**src/rtl/uart_pkg.sv**
```systemverilog
// Shared UART definitions: parity selection, transmitter FSM states and the
// baud-divisor helper. The RX block will import this package as well.
package uart_pkg;

    typedef enum logic [1:0] {
        PAR_NONE,
        PAR_ODD,
        PAR_EVEN
    } parity_e;

    typedef enum logic [2:0] {
        ST_IDLE,
        ST_START,
        ST_DATA,
        ST_PARITY,
        ST_STOP
    } tx_state_e;

    // Rounded clocks-per-bit for a given clock and baud rate.
    function automatic int unsigned calc_div(input int unsigned clk_freq,
                                             input int unsigned baud);
        return (clk_freq + baud / 2) / baud;
    endfunction

endpackage

```
**src/rtl/uart_sync_fifo.sv**
```systemverilog
// Single-clock FIFO with first-word-fall-through output. Pointers carry one
// extra wrap bit so full and empty are told apart without a spare slot.
module uart_sync_fifo #(
    parameter int WIDTH = 8,
    parameter int DEPTH = 4
) (
    input  logic                     clk,
    input  logic                     rst_n,
    input  logic                     push,
    input  logic                     pop,
    input  logic [WIDTH-1:0]         din,
    output logic [WIDTH-1:0]         dout,
    output logic                     full,
    output logic                     empty,
    output logic [$clog2(DEPTH):0]   count
);
    localparam int AW = $clog2(DEPTH);
    localparam int PW = AW + 1;

    logic [WIDTH-1:0] mem [DEPTH];
    logic [PW-1:0]    wr_ptr;
    logic [PW-1:0]    rd_ptr;
    logic             do_push;
    logic             do_pop;

    assign do_push = push && !full;
    assign do_pop  = pop && !empty;
    assign empty   = (wr_ptr == rd_ptr);
    assign full    = (wr_ptr[AW] != rd_ptr[AW]) && (wr_ptr[AW-1:0] == rd_ptr[AW-1:0]);
    assign dout    = mem[rd_ptr[AW-1:0]];

    // NOTE: storage is deliberately not reset; the pointers alone say which
    // entries are valid, and leaving the array out of reset keeps it a plain RAM.
    always_ff @(posedge clk) begin
        if (do_push) begin
            mem[wr_ptr[AW-1:0]] <= din;
        end
    end

    // NOTE: all state updates use non-blocking assignments so every register
    // samples pre-edge values regardless of statement order.
    always_ff @(posedge clk) begin
        if (!rst_n) begin
            wr_ptr <= '0;
            rd_ptr <= '0;
            count  <= '0;
        end else begin
            if (do_push) wr_ptr <= wr_ptr + PW'(1);
            if (do_pop)  rd_ptr <= rd_ptr + PW'(1);
            count <= count + PW'(do_push) - PW'(do_pop);
        end
    end

endmodule

```
**src/rtl/uart_tx_core.sv**
```systemverilog
// Buffered UART transmitter: valid/ready word input, runtime bit-period
// divisor, start / DATA_BITS / optional parity / 1-2 stop bits, LSB first.
module uart_tx_core
    import uart_pkg::*;
#(
    parameter int unsigned CLK_FREQ   = 100_000_000,
    parameter int unsigned BAUD_RATE  = 9_600,
    parameter int          DATA_BITS  = 8,
    parameter parity_e     PARITY     = PAR_NONE,
    parameter int          STOP_BITS  = 1,
    parameter int          FIFO_DEPTH = 4,
    parameter int          DIV_W      = 20
) (
    input  logic                          clk,
    input  logic                          rst_n,
    input  logic [DATA_BITS-1:0]          tx_data,
    input  logic                          tx_valid,
    output logic                          tx_ready,
    input  logic                          div_load,
    input  logic [DIV_W-1:0]              div_value,
    output logic                          txd,
    output logic                          busy,
    output logic [$clog2(FIFO_DEPTH):0]   fifo_count
);
    localparam int                CW          = $clog2(FIFO_DEPTH) + 1;
    localparam int                IW          = $clog2(DATA_BITS + 1);
    localparam logic [DIV_W-1:0]  DEFAULT_DIV = DIV_W'(calc_div(CLK_FREQ, BAUD_RATE));
    localparam logic [DIV_W-1:0]  MIN_DIV     = DIV_W'(2);
    localparam logic [IW-1:0]     LAST_DATA   = IW'(DATA_BITS - 1);
    localparam logic [IW-1:0]     LAST_STOP   = IW'(STOP_BITS - 1);
    localparam bit                PAR_EN      = (PARITY != PAR_NONE);

    tx_state_e              state, state_n;
    logic [DIV_W-1:0]       cnt, cnt_n;
    logic [IW-1:0]          idx, idx_n;
    logic [DATA_BITS-1:0]   shift, shift_n;
    logic                   par_bit, par_n;
    logic [DIV_W-1:0]       frame_div, frame_div_n;
    logic [DIV_W-1:0]       div_reg;
    logic                   txd_n;
    logic                   tick;
    logic                   start_frame;

    logic                   push, pop;
    logic [DATA_BITS-1:0]   fifo_dout;
    logic                   fifo_full, fifo_empty;
    logic [CW-1:0]          count_n;

    uart_sync_fifo #(
        .WIDTH (DATA_BITS),
        .DEPTH (FIFO_DEPTH)
    ) u_fifo (
        .clk   (clk),
        .rst_n (rst_n),
        .push  (push),
        .pop   (pop),
        .din   (tx_data),
        .dout  (fifo_dout),
        .full  (fifo_full),
        .empty (fifo_empty),
        .count (fifo_count)
    );

    assign push    = tx_valid && tx_ready && !fifo_full;
    assign count_n = fifo_count + CW'(push) - CW'(pop);
    assign tick    = (cnt == '0);

    // NOTE: every signal driven here gets a default first, so no path leaves
    // it unassigned and no latch is inferred.
    always_comb begin
        state_n     = state;
        cnt_n       = cnt;
        idx_n       = idx;
        shift_n     = shift;
        par_n       = par_bit;
        frame_div_n = frame_div;
        pop         = 1'b0;
        start_frame = 1'b0;
        if (state != ST_IDLE) cnt_n = cnt - DIV_W'(1);

        case (state)
            ST_IDLE:   start_frame = !fifo_empty;
            ST_START:  if (tick) begin
                state_n = ST_DATA;
                cnt_n   = frame_div - DIV_W'(1);
            end
            ST_DATA:   if (tick) begin
                shift_n = shift >> 1;
                cnt_n   = frame_div - DIV_W'(1);
                if (idx == LAST_DATA) begin
                    idx_n   = '0;
                    state_n = PAR_EN ? ST_PARITY : ST_STOP;
                end else begin
                    idx_n = idx + IW'(1);
                end
            end
            ST_PARITY: if (tick) begin
                state_n = ST_STOP;
                cnt_n   = frame_div - DIV_W'(1);
            end
            ST_STOP:   if (tick) begin
                if (idx == LAST_STOP) begin
                    idx_n = '0;
                    // Chain straight into the next start bit when data is waiting.
                    if (!fifo_empty) start_frame = 1'b1;
                    else             state_n     = ST_IDLE;
                end else begin
                    idx_n = idx + IW'(1);
                    cnt_n = frame_div - DIV_W'(1);
                end
            end
            default:   state_n = ST_IDLE;
        endcase

        if (start_frame) begin
            pop         = 1'b1;
            shift_n     = fifo_dout;
            par_n       = (PARITY == PAR_ODD) ? ~^fifo_dout : ^fifo_dout;
            frame_div_n = div_reg;
            cnt_n       = div_reg - DIV_W'(1);
            idx_n       = '0;
            state_n     = ST_START;
        end
    end

    always_comb begin
        txd_n = 1'b1;
        case (state)
            ST_START:  txd_n = 1'b0;
            ST_DATA:   txd_n = shift[0];
            ST_PARITY: txd_n = par_bit;
            default:   txd_n = 1'b1;
        endcase
    end

    always_ff @(posedge clk) begin
        if (!rst_n) begin
            state     <= ST_IDLE;
            cnt       <= '0;
            idx       <= '0;
            shift     <= '0;
            par_bit   <= 1'b0;
            frame_div <= DEFAULT_DIV;
            div_reg   <= DEFAULT_DIV;
            txd       <= 1'b1;
            tx_ready  <= 1'b1;
            busy      <= 1'b0;
        end else begin
            state     <= state_n;
            cnt       <= cnt_n;
            idx       <= idx_n;
            shift     <= shift_n;
            par_bit   <= par_n;
            frame_div <= frame_div_n;
            txd       <= txd_n;
            tx_ready  <= (count_n != CW'(FIFO_DEPTH));
            busy      <= (state != ST_IDLE) || (count_n != '0);
            if (div_load) div_reg <= (div_value < MIN_DIV) ? MIN_DIV : div_value;
        end
    end

endmodule

```
**config.mk**
```make
export PLATFORM = sky130hd
export DESIGN_NAME = uart_tx_core
export DESIGN_NICKNAME = d
export VERILOG_FILES = /design/src/rtl/uart_pkg.sv /design/src/rtl/uart_sync_fifo.sv /design/src/rtl/uart_tx_core.sv
export SDC_FILE = /design/constraint.sdc
export NUM_CORES = 1
export LEC_CHECK = 0
export ABC_AREA = 1
export BUFFER_PORTS_ARGS = -buffer_cell sky130_fd_sc_hd__buf_2
export CORE_AREA = 4 4 135 137
export CTS_CLUSTER_SIZE = 40
export DETAILED_ROUTE_END_ITERATION = 6
export DIE_AREA = 0 0 139 141
export GPL_TIMING_DRIVEN = 0
export PLACE_DENSITY = 0.53
export SYNTH_ARGS = -nofsm -noshare
export SYNTH_HDL_FRONTEND = slang
export SYNTH_SLANG_ARGS = --single-unit
```
**constraint.sdc**
```tcl
create_clock -name clk -period 2.7 [get_ports clk]
set_input_delay 0.54 -clock clk [delete_from_list [all_inputs] [get_ports clk]]
set_output_delay 0.54 -clock clk [all_outputs]
set_load 0.02 [all_outputs]
```
==> results.json <==
{
  "cts_tree": "built",
  "grt_max_degree": 18,
  "synth_ff_type": "dfxtp_1",
  "routabilityCongestion": 0.924,
  "rows": 48,
  "grt-ovfl-total": 0,
  "final_cell_mix": "nand2_1 (218), nor2_1 (138), inv_1 (108)",
  "period_share_pct": 92.8,
  "fmax_mhz": 399,
  "cp.depth": 16,
  "hold_viol": 0,
  "r2r_slack_ns": 0.19,
  "power_density_nw_per_um2": 1110,
  "tightest_slew_ns": 0.799,
  "rsz0062_at_grt": "no",
  "drt-initial-drc-count": 289,
  "cp_slowest_stage_delay_ns": 0.37,
  "async_reset_ff_share_pct": 0,
  "die_h_um": 141,
  "drt-pass1-iter-count": 5,
  "clk_latency_ns": 0.42,
  "grtUsageTotal_pct": 19.3,
  "p_total_uw": 8770,
  "critPathArrivalTime_ns": 2.78,
  "cts.sinks": 122,
  "port_buffers": 36,
  "crit_family": "adder cells",
  "crit_path_top_delay_cell": "fa_1",
  "synth_warnings": 0,
  "drc": 0,
  "synth_area_leaders": "dfxtp_1 (27%), edfxtp_1 (14%), nand2_1 (12%), nor2_1 (7.9%), nand3_1 (6.8%)",
  "power_leakage_uw": 0.00346,
  "ctsHoldBuffers": 0,
  "vias": 5923,
  "dp_hpwl_mm": 14.0,
  "synth_edf_count": 32,
  "crit_buf_inv": 4,
  "grt_pass1_vias": 5666,
  "avgSynthCellArea_um2": 7.15,
  "hold_slack_ns": 0.339,
  "min_period_ns": 2.51,
  "layoutNonFillerInstCount": 1236,
  "coreArea_um2": 17100,
  "setup_viol": 0,
  "rr_worst_depth": 16,
  "synth_cells": 931,
  "floorplan.initialDensity_pct": 39.0,
  "crit_top_cell": "nand2_1",
  "drive_above_1_share_pct": 12.5,
  "final-max-slew-violation-count": 0,
  "synth_top_area_cell": "dfxtp_1",
  "path_class": "reg2reg",
  "grt_pass1_wl_mm": 29.8,
  "final_common_cell": "nand2_1",
  "fin_nets": 1046,
  "holdPathStages": 1,
  "start_kind": "flop",
  "cp_cell_sequence": "inv_1, nand2_1, nand2_1, nand3_4, nand2_1, nor2_1, nand2_1, nand2_2, buf_6, buf_4, ha_1, inv_1, ha_1, fa_1, xor2_1, nor2_1",
  "cp_max_fo": 6,
  "post_drt_wl_per_cell_um": 14.8,
  "fin_skew_ns": 0.00921,
  "dpl.cell_count": 1192,
  "root_buffer": "clkbuf_16",
  "hp-class": "in2reg",
  "via_per_inst": 4.79,
  "largest_reg_flops": 32,
  "clk_pin_slew_worst_paths_ns": 0.06,
  "die-area_um2": 19600,
  "status": "finished, final reports clean",
  "cts_made_buffers": 17,
  "filler_cell_count": 1785,
  "max_cap_violations": 0,
  "synth-seq-cells": 122,
  "netlist_area_um2": 6660,
  "syn2layout_area_growth_pct": 18.3,
  "synth_top_area_share_pct": 27.1,
  "synthDistinctLibCells": 38,
  "cp-end-kind": "flop",
  "ir_drop_mv": 0.515,
  "wirelength_mm": 18.2,
  "seq_area_frac_synth_pct": 41.5,
  "synth_nets": 979,
  "cts_max_path_buffers": 2,
  "cts_max_level": 4,
  "crit_required_ns": 2.98,
  "antenna_found_initial": 0,
  "antenna_left": 0,
  "ios": 38,
  "maxSlewHeadroom_pct": 46.5,
  "die_x_um": 139,
  "n_antenna_cell": 0
}
layer usage:
metal / global-route usage, % / up-vias / routed length (um)
li1: - / 3162 / -
met1: 28.6 / 2614 / 9450
met2: 29.1 / 126 / 7820
met3: 3.15 / 21 / 704
met4: 5.82 / 0 / 272
met5: 0 / - / 0
repair_timing:
| item | in CTS | in global routing |
|---|---|---|
| setup buffers | 0 | 13 |
| pin swaps | 0 | 6 |
| gates resized for setup | 4 | 14 |
| endpoints found under the setup margin | 4 | 4 |
path summary, 6_finish.rpt:
kind / startpoint / endpoint
hold reg to reg: par_bit / par_bit
setup reg to reg: u_fifo.wr_ptr[0] / u_fifo.count[2]
hold / removal: tx_data[5] / u_fifo.mem[2][5]
setup / recovery: u_fifo.wr_ptr[0] / u_fifo.count[2]
where the power goes:
group          internal [uW]  switching (uW)
Clock                   1380             895
Combinational           1430            2530
Sequential              2250             288
layout make-up:
class / instances / area [um2] / area share [%]
multi-input combinational: 669 / 3400 / 43.1
clock inverter: 14 / 161 / 2.05
timing repair buffer: 49 / 278 / 3.53
buffer: 24 / 136 / 1.73
inverter: 115 / 432 / 5.48
sequential: 122 / 2760 / 35.1
clock buffer: 18 / 429 / 5.45
tap: 225 / 282 / 3.57
cells in the mapped netlist, types with 10 or more instances:
| library cell | count |
|---|---|
| o21ai_1 | 14 |
| a21oi_1 | 36 |
| inv_1 | 109 |
| clkbuf_1 | 11 |
| dfxtp_1 | 90 |
| o22ai_1 | 10 |
| nor2_1 | 141 |
| edfxtp_1 | 32 |
| nand2_1 | 220 |
| o21ai_0 | 30 |
| nand3_1 | 90 |
| xnor2_1 | 10 |
| ha_1 | 14 |
| xor2_1 | 27 |
| nand4_1 | 12 |
| nor3_1 | 13 |
| a211oi_1 | 11 |
metrics by stage:
step	TNS (ns)	worst slack [ns]	instance area (um2)	util [%]
final	0	0.193	7880	46.2
after global routing	0	0.00512	7880	46.2
after CTS	0	0.00852	7730	45.3
after detailed placement	-0.666	-0.362	7120	41.7
after global placement	-0.707	-0.349	7120	41.7
after floorplan	0	0.280	6660	-
cell families (layout without fill, tap and decap cells):
| logic type | count (synthesis) | count (layout) | share of synthesized area, % |
|---|---|---|---|
| simple gates | 500 | 500 | 31.9 |
| buf+inv | 140 | 220 | 8.49 |
| flops | 122 | 122 | 41.5 |
| compound gates | 114 | 114 | 9.68 |
| xor+xnor | 37 | 37 | 4.87 |
| fa+ha+maj | 16 | 16 | 3.23 |
| mux | 2 | 2 | 0.301 |
worst register-to-register path: cells and delay by family (launching register included):
| family | cells | cell delay (ns) |
|---|---|---|
| adder cells (fa/ha/maj) | 3 | 0.81 |
| AND/OR/NAND/NOR | 8 | 0.63 |
| flip-flops | 1 | 0.36 |
| XOR/XNOR | 1 | 0.15 |
| buffers and inverters | 4 | 0.44 |
No activity file was read; power rests on OpenSTA's default activity.
